**src/rtl/mem_pkg.sv**
```systemverilog
// Shared constants and FSM encoding for the burst memory controller.
package mem_pkg;

    localparam int unsigned DefDw = 16;
    localparam int unsigned DefAw = 25;
    localparam int unsigned DefLw = 5;

    typedef enum logic [1:0] {
        StIdle  = 2'd0,
        StWr    = 2'd1,
        StRd    = 2'd2,
        StDrain = 2'd3
    } state_e;

endpackage

```
**src/rtl/rd_skid_fifo.sv**
```systemverilog
// Two-entry response buffer that absorbs read data already in flight when the consumer stalls.
module rd_skid_fifo
    import mem_pkg::*;
#(
    parameter int unsigned DW = DefDw
) (
    input  logic          clk,
    input  logic          rst,
    input  logic          push_i,
    input  logic [DW-1:0] push_data_i,
    input  logic          pop_i,
    output logic [1:0]    count_o,
    output logic [DW-1:0] data_o
);

    logic [DW-1:0] mem_q [2];
    logic          wr_ptr_q;
    logic          rd_ptr_q;
    logic [1:0]    count_q;
    logic          do_push;
    logic          do_pop;

    // A pop on an empty buffer is ignored; a push into a full buffer only lands with a pop.
    assign do_pop  = pop_i && (count_q != 2'd0);
    assign do_push = push_i && ((count_q != 2'd2) || do_pop);

    always_ff @(posedge clk or posedge rst) begin
        if (rst) begin
            mem_q[0] <= '0;
            mem_q[1] <= '0;
            wr_ptr_q <= 1'b0;
            rd_ptr_q <= 1'b0;
            count_q  <= 2'd0;
        end else begin
            if (do_push) begin
                mem_q[wr_ptr_q] <= push_data_i;
            end
            wr_ptr_q <= wr_ptr_q ^ do_push;
            rd_ptr_q <= rd_ptr_q ^ do_pop;
            count_q  <= count_q + 2'(do_push) - 2'(do_pop);
        end
    end

    assign count_o = count_q;
    assign data_o  = mem_q[rd_ptr_q];

endmodule

```
**src/rtl/mem_burst_ctrl.sv**
```systemverilog
// Burst controller: turns write/read burst commands into single-beat memory accesses.
module mem_burst_ctrl
    import mem_pkg::*;
#(
    parameter int unsigned DW = DefDw,
    parameter int unsigned AW = DefAw,
    parameter int unsigned LW = DefLw
) (
    input  logic          clk,
    input  logic          rst,
    input  logic          cmd_valid,
    output logic          cmd_ready,
    input  logic          cmd_wr,
    input  logic [AW-1:0] cmd_addr,
    input  logic [LW-1:0] cmd_len,
    input  logic          wd_valid,
    output logic          wd_ready,
    input  logic [DW-1:0] wd_data,
    output logic          rd_valid,
    input  logic          rd_ready,
    output logic [DW-1:0] rd_data,
    output logic          mem_cs,
    output logic          mem_wen,
    output logic [AW-1:0] mem_addr,
    output logic [DW-1:0] mem_wdata,
    input  logic [DW-1:0] mem_rdata,
    output logic          busy,
    output logic          done
);

    state_e        state_q, state_d;
    logic [AW-1:0] addr_q, addr_d;
    logic [LW-1:0] cnt_q, cnt_d;
    logic          inflight_q, inflight_d;
    logic          done_q, done_d;
    logic [1:0]    occ;
    logic          pop;
    logic          issue_ok;
    logic          drain_done;

    rd_skid_fifo #(
        .DW(DW)
    ) u_rd_skid_fifo (
        .clk        (clk),
        .rst        (rst),
        .push_i     (inflight_q),
        .push_data_i(mem_rdata),
        .pop_i      (pop),
        .count_o    (occ),
        .data_o     (rd_data)
    );

    assign rd_valid = (occ != 2'd0);
    assign pop      = rd_valid && rd_ready;
    // Issue only if the buffer can still take this beat after everything already in flight.
    assign issue_ok = (({1'b0, occ} + {2'b00, inflight_q}) < (3'd2 + {2'b00, pop}));

    always_comb begin
        state_d    = state_q;
        addr_d     = addr_q;
        cnt_d      = cnt_q;
        inflight_d = 1'b0;
        done_d     = 1'b0;
        drain_done = 1'b0;
        cmd_ready  = 1'b0;
        wd_ready   = 1'b0;
        mem_cs     = 1'b0;
        mem_wen    = 1'b0;
        mem_wdata  = '0;
        unique case (state_q)
            StIdle: begin
                cmd_ready = 1'b1;
                if (cmd_valid) begin
                    addr_d  = cmd_addr;
                    cnt_d   = cmd_len;
                    state_d = cmd_wr ? StWr : StRd;
                end
            end
            StWr: begin
                wd_ready = 1'b1;
                if (wd_valid) begin
                    mem_cs    = 1'b1;
                    mem_wen   = 1'b1;
                    mem_wdata = wd_data;
                    addr_d    = addr_q + AW'(1);
                    cnt_d     = cnt_q - LW'(1);
                    if (cnt_q == '0) begin
                        state_d = StIdle;
                        done_d  = 1'b1;
                    end
                end
            end
            StRd: begin
                if (issue_ok) begin
                    mem_cs     = 1'b1;
                    inflight_d = 1'b1;
                    addr_d     = addr_q + AW'(1);
                    cnt_d      = cnt_q - LW'(1);
                    if (cnt_q == '0) begin
                        state_d = StDrain;
                    end
                end
            end
            StDrain: begin
                if ((occ == 2'd0) && !inflight_q) begin
                    drain_done = 1'b1;
                    state_d    = StIdle;
                end
            end
            default: state_d = StIdle;
        endcase
    end

    always_ff @(posedge clk or posedge rst) begin
        if (rst) begin
            state_q    <= StIdle;
            addr_q     <= '0;
            cnt_q      <= '0;
            inflight_q <= 1'b0;
            done_q     <= 1'b0;
        end else begin
            state_q    <= state_d;
            addr_q     <= addr_d;
            cnt_q      <= cnt_d;
            inflight_q <= inflight_d;
            done_q     <= done_d;
        end
    end

    assign mem_addr = addr_q;
    assign busy     = (state_q != StIdle);
    assign done     = done_q || drain_done;

endmodule

```
**config.mk**
```make
export PLATFORM = sky130hd
export DESIGN_NAME = mem_burst_ctrl
export DESIGN_NICKNAME = d
export VERILOG_FILES = /design/src/rtl/mem_pkg.sv /design/src/rtl/rd_skid_fifo.sv /design/src/rtl/mem_burst_ctrl.sv
export SDC_FILE = /design/constraint.sdc
export NUM_CORES = 1
export LEC_CHECK = 0
export ABC_CLOCK_PERIOD_IN_PS = 3040
export CAP_MARGIN = 20
export CORE_MARGIN = 2
export CORE_UTILIZATION = 35
export DETAILED_ROUTE_END_ITERATION = 10
export PLACE_DENSITY_LB_ADDON = 0.15
export SLEW_MARGIN = 15
export SYNTH_ARGS = -nofsm -noshare
export SYNTH_HDL_FRONTEND = slang
export SYNTH_SLANG_ARGS = --single-unit
```
**constraint.sdc**
```tcl
create_clock -name clk -period 3.04 [get_ports clk]
set_input_delay 0.608 -clock clk [delete_from_list [all_inputs] [get_ports clk]]
set_output_delay 0.608 -clock clk [all_outputs]
set_load 0.02 [all_outputs]
```
==> qor.csv, run 1 <==
stage,metric,value,unit
synthesis,synth_edf_count,0,
sta,hold-worst-slack,506,ps
synthesis,synth_cell_types,49,
clocking,clkTransAtPathRegs,80,ps
clocking,root_buffer,clkbuf_8,
die,die_x,110,um
synthesis,syn_area_per_cell,10.0,um^2
drt,num_vias,3492,
synthesis,ys_seq_area_share,44.5,%
final_layout,final_nets,599,
power_and_ir_drop,clockPowerShare,10.7,%
power_and_ir_drop,leakagePower,2.34,nW
die,core,0.0109,mm^2
die,dieArea,0.0121,mm^2
final_layout,fin_area,0.00561,mm^2
grt,grt_pass1_vias,3466,
job,max_cap_violations,0,
synthesis,synth_mux_area_share,15.2,%
sta,grt_setup_unrepaired,false,
sta,tightestPinTransition,819,ps
setup_path,cp_top_family,buffers and inverters,
clocking,cts_buffers,9,
hold_path,min_to,u_rd_skid_fifo.mem_q[30]$_DFFE_PP0P_,
die,rows,38,
final_layout,fin_util,51.5,%
grt,antenna_found_initial,0,
synthesis,async_flop_share,100,%
power_and_ir_drop,p_sw,0.00285,W
hold_path,hold_start,u_rd_skid_fifo.mem_q[30]$_DFFE_PP0P_,
clocking,cts_tree,yes,
drt,final_antenna_net_count,0,
setup_path,crit_chain,inv_1 -> ha_2 -> inv_1 -> nor2_1 -> clkdlybuf4s50_1,
drt,drc_errors,0,
sta,tns,0,ps
drt,wl_per_cell,16.3,um
sta,setup_violations,0,
die,io_pins,132,
power_and_ir_drop,powerDensity,1170,mW/mm^2
setup_path,path_max_fanout,20,
synthesis,synthSimpleGateAreaFrac,14.6,%
synthesis,synth_area_leaders,"dfrtp_1, mux2_2, a21oi_1",
final_layout,num_antenna_cells,0,
setup_path,r2r_end,mem_addr[24]$_DFFE_PP0P_,
drt,wl,10.8,mm
synthesis,synth_top_family_by_area,compound AO/OA/AOI/OAI gates,
synthesis,synth-xor-area-share,0.667,%
drt,drt_pass1_iterations,4,
setup_path,r2r_start,inflight_q$_DFF_PP0_,
clocking,post_cts_buffers,0,
hold_path,worstHoldPathType,reg -> reg,
setup_path,r2r_cells,7,
power_and_ir_drop,combinationalPowerShare,61.1,%
synthesis,ys_seq_elements,70,
sta,slew_headroom,44.9,%
sta,finalMaxSlewViolations,0,
final_layout,drive_above_1_share,16.1,%
synthesis,syn_area,0.00394,mm^2
synthesis,synth_top_cell_area_share,44.5,%
power_and_ir_drop,swShare,43.6,%
setup_path,r2r_slack,790,ps
setup_path,cp.required,2430,ps
setup_path,cp.arrival,2180,ps
synthesis,synth_compound_area_share,16.3,%
setup_path,worst_path_most_repeated_cell,inv_1,
die,die_y,110,um
final_layout,area_growth,42.5,%
sta,fin_skew,13.5,ps
placement,hpwl,7.71,mm
clocking,h-tree-depth,3,
placement,place.port_buffers,131,
grt,grt-ovfl-total,0,
sta,period_minus_slack,2790,ps
sta,clock.fmax,0.358,GHz
clocking,cts_buffer_depth,2,
status,status,completed,
power_and_ir_drop,seqPwrFrac,28.2,%
power_and_ir_drop,ir_worst_vdd,625,uV
synthesis,synth.net_count,474,
setup_path,endpoint_kind,output pin,
clocking,clk_latency,340,ps
power_and_ir_drop,internal_power,0.00369,W
synthesis,synth_adder_area_share,4.13,%
grt,track_usage,18.4,%
setup_path,cp_num_buf_inv,3,
sta,post-route-period-util,91.8,%
synthesis,ys.warnings.count,0,
drt,drtIter0Drc,102,
synthesis,yosysTopAreaCell,dfrtp_1,
sta,hold_viol,0,
setup_path,critPathSlowestCell,clkdlybuf4s50_1,
synthesis,ys.flop_type,dfrtp_1,
placement,place_area,0.00542,mm^2
setup_path,critical_path_class,reg -> out,
placement,pre_cts_ws,88.5,ps
synthesis,synthCells,393,
setup_path,cpPeakStageDelay,630,ps
die,start_util,36.2,%
grt,grt_first_pass_wirelength,17.4,mm
clocking,clock-sinks,70,
placement,gp_congestion,0.782,
setup_path,critPathLaunchType,register,
sta,worst_slack,250,ps
grt,grt_max_degree,79,
hold_path,hold-path-cell-count,1,
drt,routed_via_density,5.27,
==> cell families (layout without fill, tap and decap cells) <==
group,after synthesis,after routing
adder cells (fa/ha/maj),13,13
buffers and inverters,46,176
AND/OR/NAND/NOR,104,104
AO/OA/AOI/OAI,103,103
flip-flops,70,70
multiplexers,54,54
XOR/XNOR,3,3
==> state kept, by name, summed over array words and instances, names as in the netlist <==
register / count
u_rd_skid_fifo.mem_q: 32
u_rd_skid_fifo.count_o: 2
cnt_q: 5
u_rd_skid_fifo.rd_ptr_q: 1
inflight_q: 1
state_q: 2
u_rd_skid_fifo.wr_ptr_q: 1
mem_addr: 25
done_q: 1
==> per-stage QoR <==
stage	power, W	cells
after floorplan	0.00444	393
after global placement	0.00577	647
after detailed placement	0.00588	647
after CTS	0.00661	663
after global routing	0.00707	663
final	0.00654	663
==> power by group through the flow <==
stage | logic (W) | clock network (W) | registers (W)
CTS | 0.00404 | 0.000725 | 0.00185
detailed placement | 0.00402 | 0 | 0.00186
floorplan | 0.00251 | 0 | 0.00193
finish | 0.00400 | 0.000702 | 0.00184
global route | 0.00437 | 0.000768 | 0.00193
global placement | 0.00393 | 0 | 0.00183
==> what timing repair did <==
item	in CTS	in global routing
gates resized for setup	1	1
pin swaps	0	0
hold buffers	0	0
gates cloned	0	0
endpoints found under the setup margin	1	1
==> metal layers <==
layer	global-route usage, %	share of wire, %
met2	32.0	50
met1	23.1	44
met3	4.23	5.1
met4	4.52	0.63
met5	0	0
==> cell usage after synthesis (2+ instances only) <==
library cell   n
o21ai_0       26
a21oi_1       37
ha_1          13
o32ai_1        4
a2bb2oi_1     12
mux2_2        48
nor3_1         4
mux2i_1        6
inv_1         18
and3_1        18
nor2b_1        3
o22ai_1        9
and2_1         3
or3_1          2
nor2_1         5
nand2_1       28
buf_2          3
buf_1          2
nand2b_1       3
o21a_1         3
o22a_1         2
nand4_1        5
xnor2_1        3
clkbuf_1      21
dfrtp_1       70
nand3_1       19
and4_1         4
==> cell type report <==
cell class              count  area, um^2
clock buffers              11         151
clock inverters             5        33.8
fillers                  1013        5280
inverters                  18        67.6
multi-input cells         277        2010
flip-flops and latches     70        1750
well taps                 140         175
repair buffers            142        1420
==> worst max-delay path by stage <==
stage / to / depth (start not counted) / slack (ps) / startpoint
after floorplan: cnt_q[0]$_DFFE_PP0P_ / 1 / 660 / rst
after global placement: mem_cs / 6 / 100 / rd_ready
after detailed placement: mem_cs / 6 / 90 / rd_ready
after CTS: mem_cs / 6 / 70 / rd_ready
after global routing: mem_wen / 5 / 100 / state_q[1]$_DFFE_PP0P_
final: mem_wen / 5 / 250 / state_q[1]$_DFFE_PP0P_
==> layout by cell type (no fill, tap or decap), types with 4 or more instances in the layout <==
| master | instances |
|---|---|
| a2bb2oi_1 | 12 |
| clkdlybuf4s50_1 | 130 |
| nand2_1 | 28 |
| mux2i_1 | 6 |
| nor3_1 | 4 |
| inv_1 | 17 |
| and4_1 | 4 |
| clkbuf_8 | 11 |
| mux2_2 | 48 |
| o22ai_1 | 9 |
| nand3_1 | 19 |
| ha_1 | 11 |
| dfrtp_1 | 70 |
| o32ai_1 | 4 |
| o21ai_0 | 26 |
| nand4_1 | 5 |
| a21oi_1 | 37 |
| buf_4 | 9 |
| and3_1 | 18 |
| nor2_1 | 5 |
Note: power is estimated with default switching activity, not from simulation.
==> run 2, diff against run 1 <==
ABC_CLOCK_PERIOD_IN_PS = 3300   (was 3040)
clock period = 3.3 ns   (was 3.04 ns; I/O delays follow)
==> qor.csv, run 2 (same netlist as run 1, synthesis figures left out) <==
stage,metric,value,unit,change
setup_path,path_max_fanout,2,,was 20
die,die_y,110,um,unchanged
placement,hpwl,7.25,mm,was 7.71 mm
sta,tns,0,ps,unchanged
drt,drtIter0Drc,156,,was 102
setup_path,cp.required,2640,ps,was 2430 ps
drt,drt_pass1_iterations,4,,unchanged
placement,gp_congestion,0.781,,was 0.782
setup_path,r2r_end,mem_addr[23]$_DFFE_PP0P_,,was mem_addr[24]$_DFFE_PP0P_
power_and_ir_drop,clockPowerShare,11.7,%,was 10.7%
die,dieArea,0.0121,mm^2,unchanged
final_layout,largest_register_ffs,32,,unchanged
sta,fin_skew,9.67,ps,was 13.5 ps
hold_path,hold-path-cell-count,1,,unchanged
grt,gr-max-usage-layer,met2,,unchanged
drt,wl_per_cell,15.8,um,was 16.3 um
hold_path,hold_start,u_rd_skid_fifo.mem_q[12]$_DFFE_PP0P_,,was u_rd_skid_fifo.mem_q[30]$_DFFE_PP0P_
final_layout,final_cell_mix,"clkdlybuf4s50_1, dfrtp_1, mux2_2",,unchanged
setup_path,endpoint_kind,output pin,,unchanged
sta,finalMaxSlewViolations,0,,unchanged
sta,worst_slack,231,ps,was 250 ps
clocking,root_buffer,clkbuf_8,,unchanged
clocking,cts_buffers,9,,unchanged
power_and_ir_drop,swShare,43.5,%,was 43.6%
placement,place.port_buffers,131,,unchanged
clocking,clkTransAtPathRegs,80,ps,about the same
placement,pre_cts_ws,233,ps,was 88.5 ps
setup_path,cp.arrival,2410,ps,was 2180 ps
drt,drc_errors,0,,unchanged
clocking,cts_tree,yes,,unchanged
power_and_ir_drop,seqPwrFrac,27.9,%,was 28.2%
final_layout,drive_above_1_share,15.7,%,was 16.1%
sta,hold-worst-slack,506,ps,about the same
final_layout,num_antenna_cells,0,,unchanged
final_layout,area_growth,42.3,%,was 42.5%
grt,gr-usage-met3,3.94,%,was 4.23%
clocking,cts_buffer_depth,2,,unchanged
placement,place_area,0.00541,mm^2,was 0.00542 mm^2
die,io_pins,132,,unchanged
setup_path,r2r_cells,6,,was 7
sta,slew_headroom,44.9,%,about the same
power_and_ir_drop,combinationalPowerShare,60.4,%,was 61.1%
setup_path,r2r_slack,1070,ps,was 790 ps
grt,grt_first_pass_wirelength,16.5,mm,was 17.4 mm
grt,grt_pass1_vias,3320,,was 3466
final_layout,top_register,u_rd_skid_fifo.mem_q,,unchanged
die,start_util,36.2,%,unchanged
job,max_cap_violations,0,,unchanged
sta,tightestPinTransition,819,ps,about the same
final_layout,final_nets,597,,was 599
hold_path,worstHoldPathType,reg -> reg,,unchanged
power_and_ir_drop,ir_worst_vdd,629,uV,was 625 uV
power_and_ir_drop,internal_power,0.00343,W,was 0.00369 W
sta,setup_violations,0,,unchanged
sta,hold_viol,0,,unchanged
die,core,0.0109,mm^2,unchanged
grt,met2_usage,28.6,%,was 32.0%
power_and_ir_drop,p_sw,0.00264,W,was 0.00285 W
drt,num_vias,3428,,was 3492
setup_path,critPathLaunchType,input port,,was register
setup_path,cp-startpoint,rd_ready,,was state_q[1]$_DFFE_PP0P_
power_and_ir_drop,powerDensity,1080,mW/mm^2,was 1170 mW/mm^2
setup_path,r2r_start,state_q[0]$_DFFE_PP0P_,,was inflight_q$_DFF_PP0_
sta,period_minus_slack,3070,ps,
final_layout,layout_commonest_cell,clkdlybuf4s50_1,,unchanged
grt,antenna_found_initial,0,,unchanged
sta,clock.fmax,0.326,GHz,
power_and_ir_drop,total_power,0.00607,W,was 0.00654 W
die,rows,38,,unchanged
sta,grt_setup_unrepaired,false,,unchanged
final_layout,fillers,992,,was 1013
grt,grt_max_degree,79,,unchanged
power_and_ir_drop,leakagePower,2.33,nW,was 2.34 nW
grt,grt-ovfl-total,0,,unchanged
hold_path,min_to,u_rd_skid_fifo.mem_q[12]$_DFFE_PP0P_,,was u_rd_skid_fifo.mem_q[30]$_DFFE_PP0P_
clocking,clock-sinks,70,,unchanged
sta,post-route-period-util,93.0,%,
drt,routed_via_density,5.19,,was 5.27
grt,track_usage,17.4,%,was 18.4%
drt,wl,10.5,mm,was 10.8 mm
drt,final_antenna_net_count,0,,unchanged
setup_path,critical_path_class,in -> out,,was reg -> out
grt,grt_util_met1,22.4,%,was 23.1%
die,die_x,110,um,unchanged
status,status,completed,,unchanged
clocking,clk_latency,350,ps,was 340 ps
final_layout,fin_area,0.00561,mm^2,about the same
clocking,h-tree-depth,3,,unchanged
-- run 2: layout make-up --
type | instances | area [um^2] | area share (%)
sequential | 70 | 1750 | 31.2
tap | 140 | 175 | 3.12
clock buffer | 9 | 124 | 2.21
clock inverter | 7 | 73.8 | 1.32
multi-input combinational | 277 | 2010 | 35.9
inverter | 18 | 67.6 | 1.21
timing repair buffer | 140 | 1400 | 25.0
-- run 2: what timing repair did --
action / CTS / global route
endpoints found under the setup margin: 0 / 1
setup buffers: 0 / 0
hold buffers: 0 / 0
resized for setup: 0 / 1
-- run 2: per-layer routing --
layer	routed length [um]	vias to the layer above	part of all wire [%]
li1	-	1689	-
met1	4680	1621	45
met2	4960	101	47
met3	635	17	6.1
met4	178	0	1.7
met5	0	-	0
-- run 2: worst max path at each step --
stage / to / slack (ps)
after floorplan: cnt_q[0]$_DFFE_PP0P_ / 870
after global placement: mem_cs / 260
after detailed placement: mem_cs / 230
after CTS: mem_cs / 200
after global routing: mem_cs / 100
final: mem_cs / 230
-- run 2: metrics by stage --
step | std cells | util [%]
after floorplan | 393 | -
after global placement | 645 | 49.7
after detailed placement | 645 | 49.7
after CTS | 661 | 51.5
after global routing | 661 | 51.5
final | 661 | 51.5
-- run 2: worst max-delay path, cell delays in order --
cell and delay, ps:
clkdlybuf4s50_1 470, o21ai_0 120, o21ai_0 210, and3b_1 220, o21a_1 130, clkdlybuf4s50_1 600
-- run 2: power by group through the flow --
| stage | Combinational [W] | Clock, W | Sequential (W) |
|---|---|---|---|
| finish | 0.00366 | 0.000711 | 0.00170 |
| global route | 0.00401 | 0.000766 | 0.00177 |
| CTS | 0.00370 | 0.000727 | 0.00169 |
| detailed placement | 0.00368 | 0 | 0.00170 |
| global placement | 0.00362 | 0 | 0.00168 |
| floorplan | 0.00232 | 0 | 0.00178 |
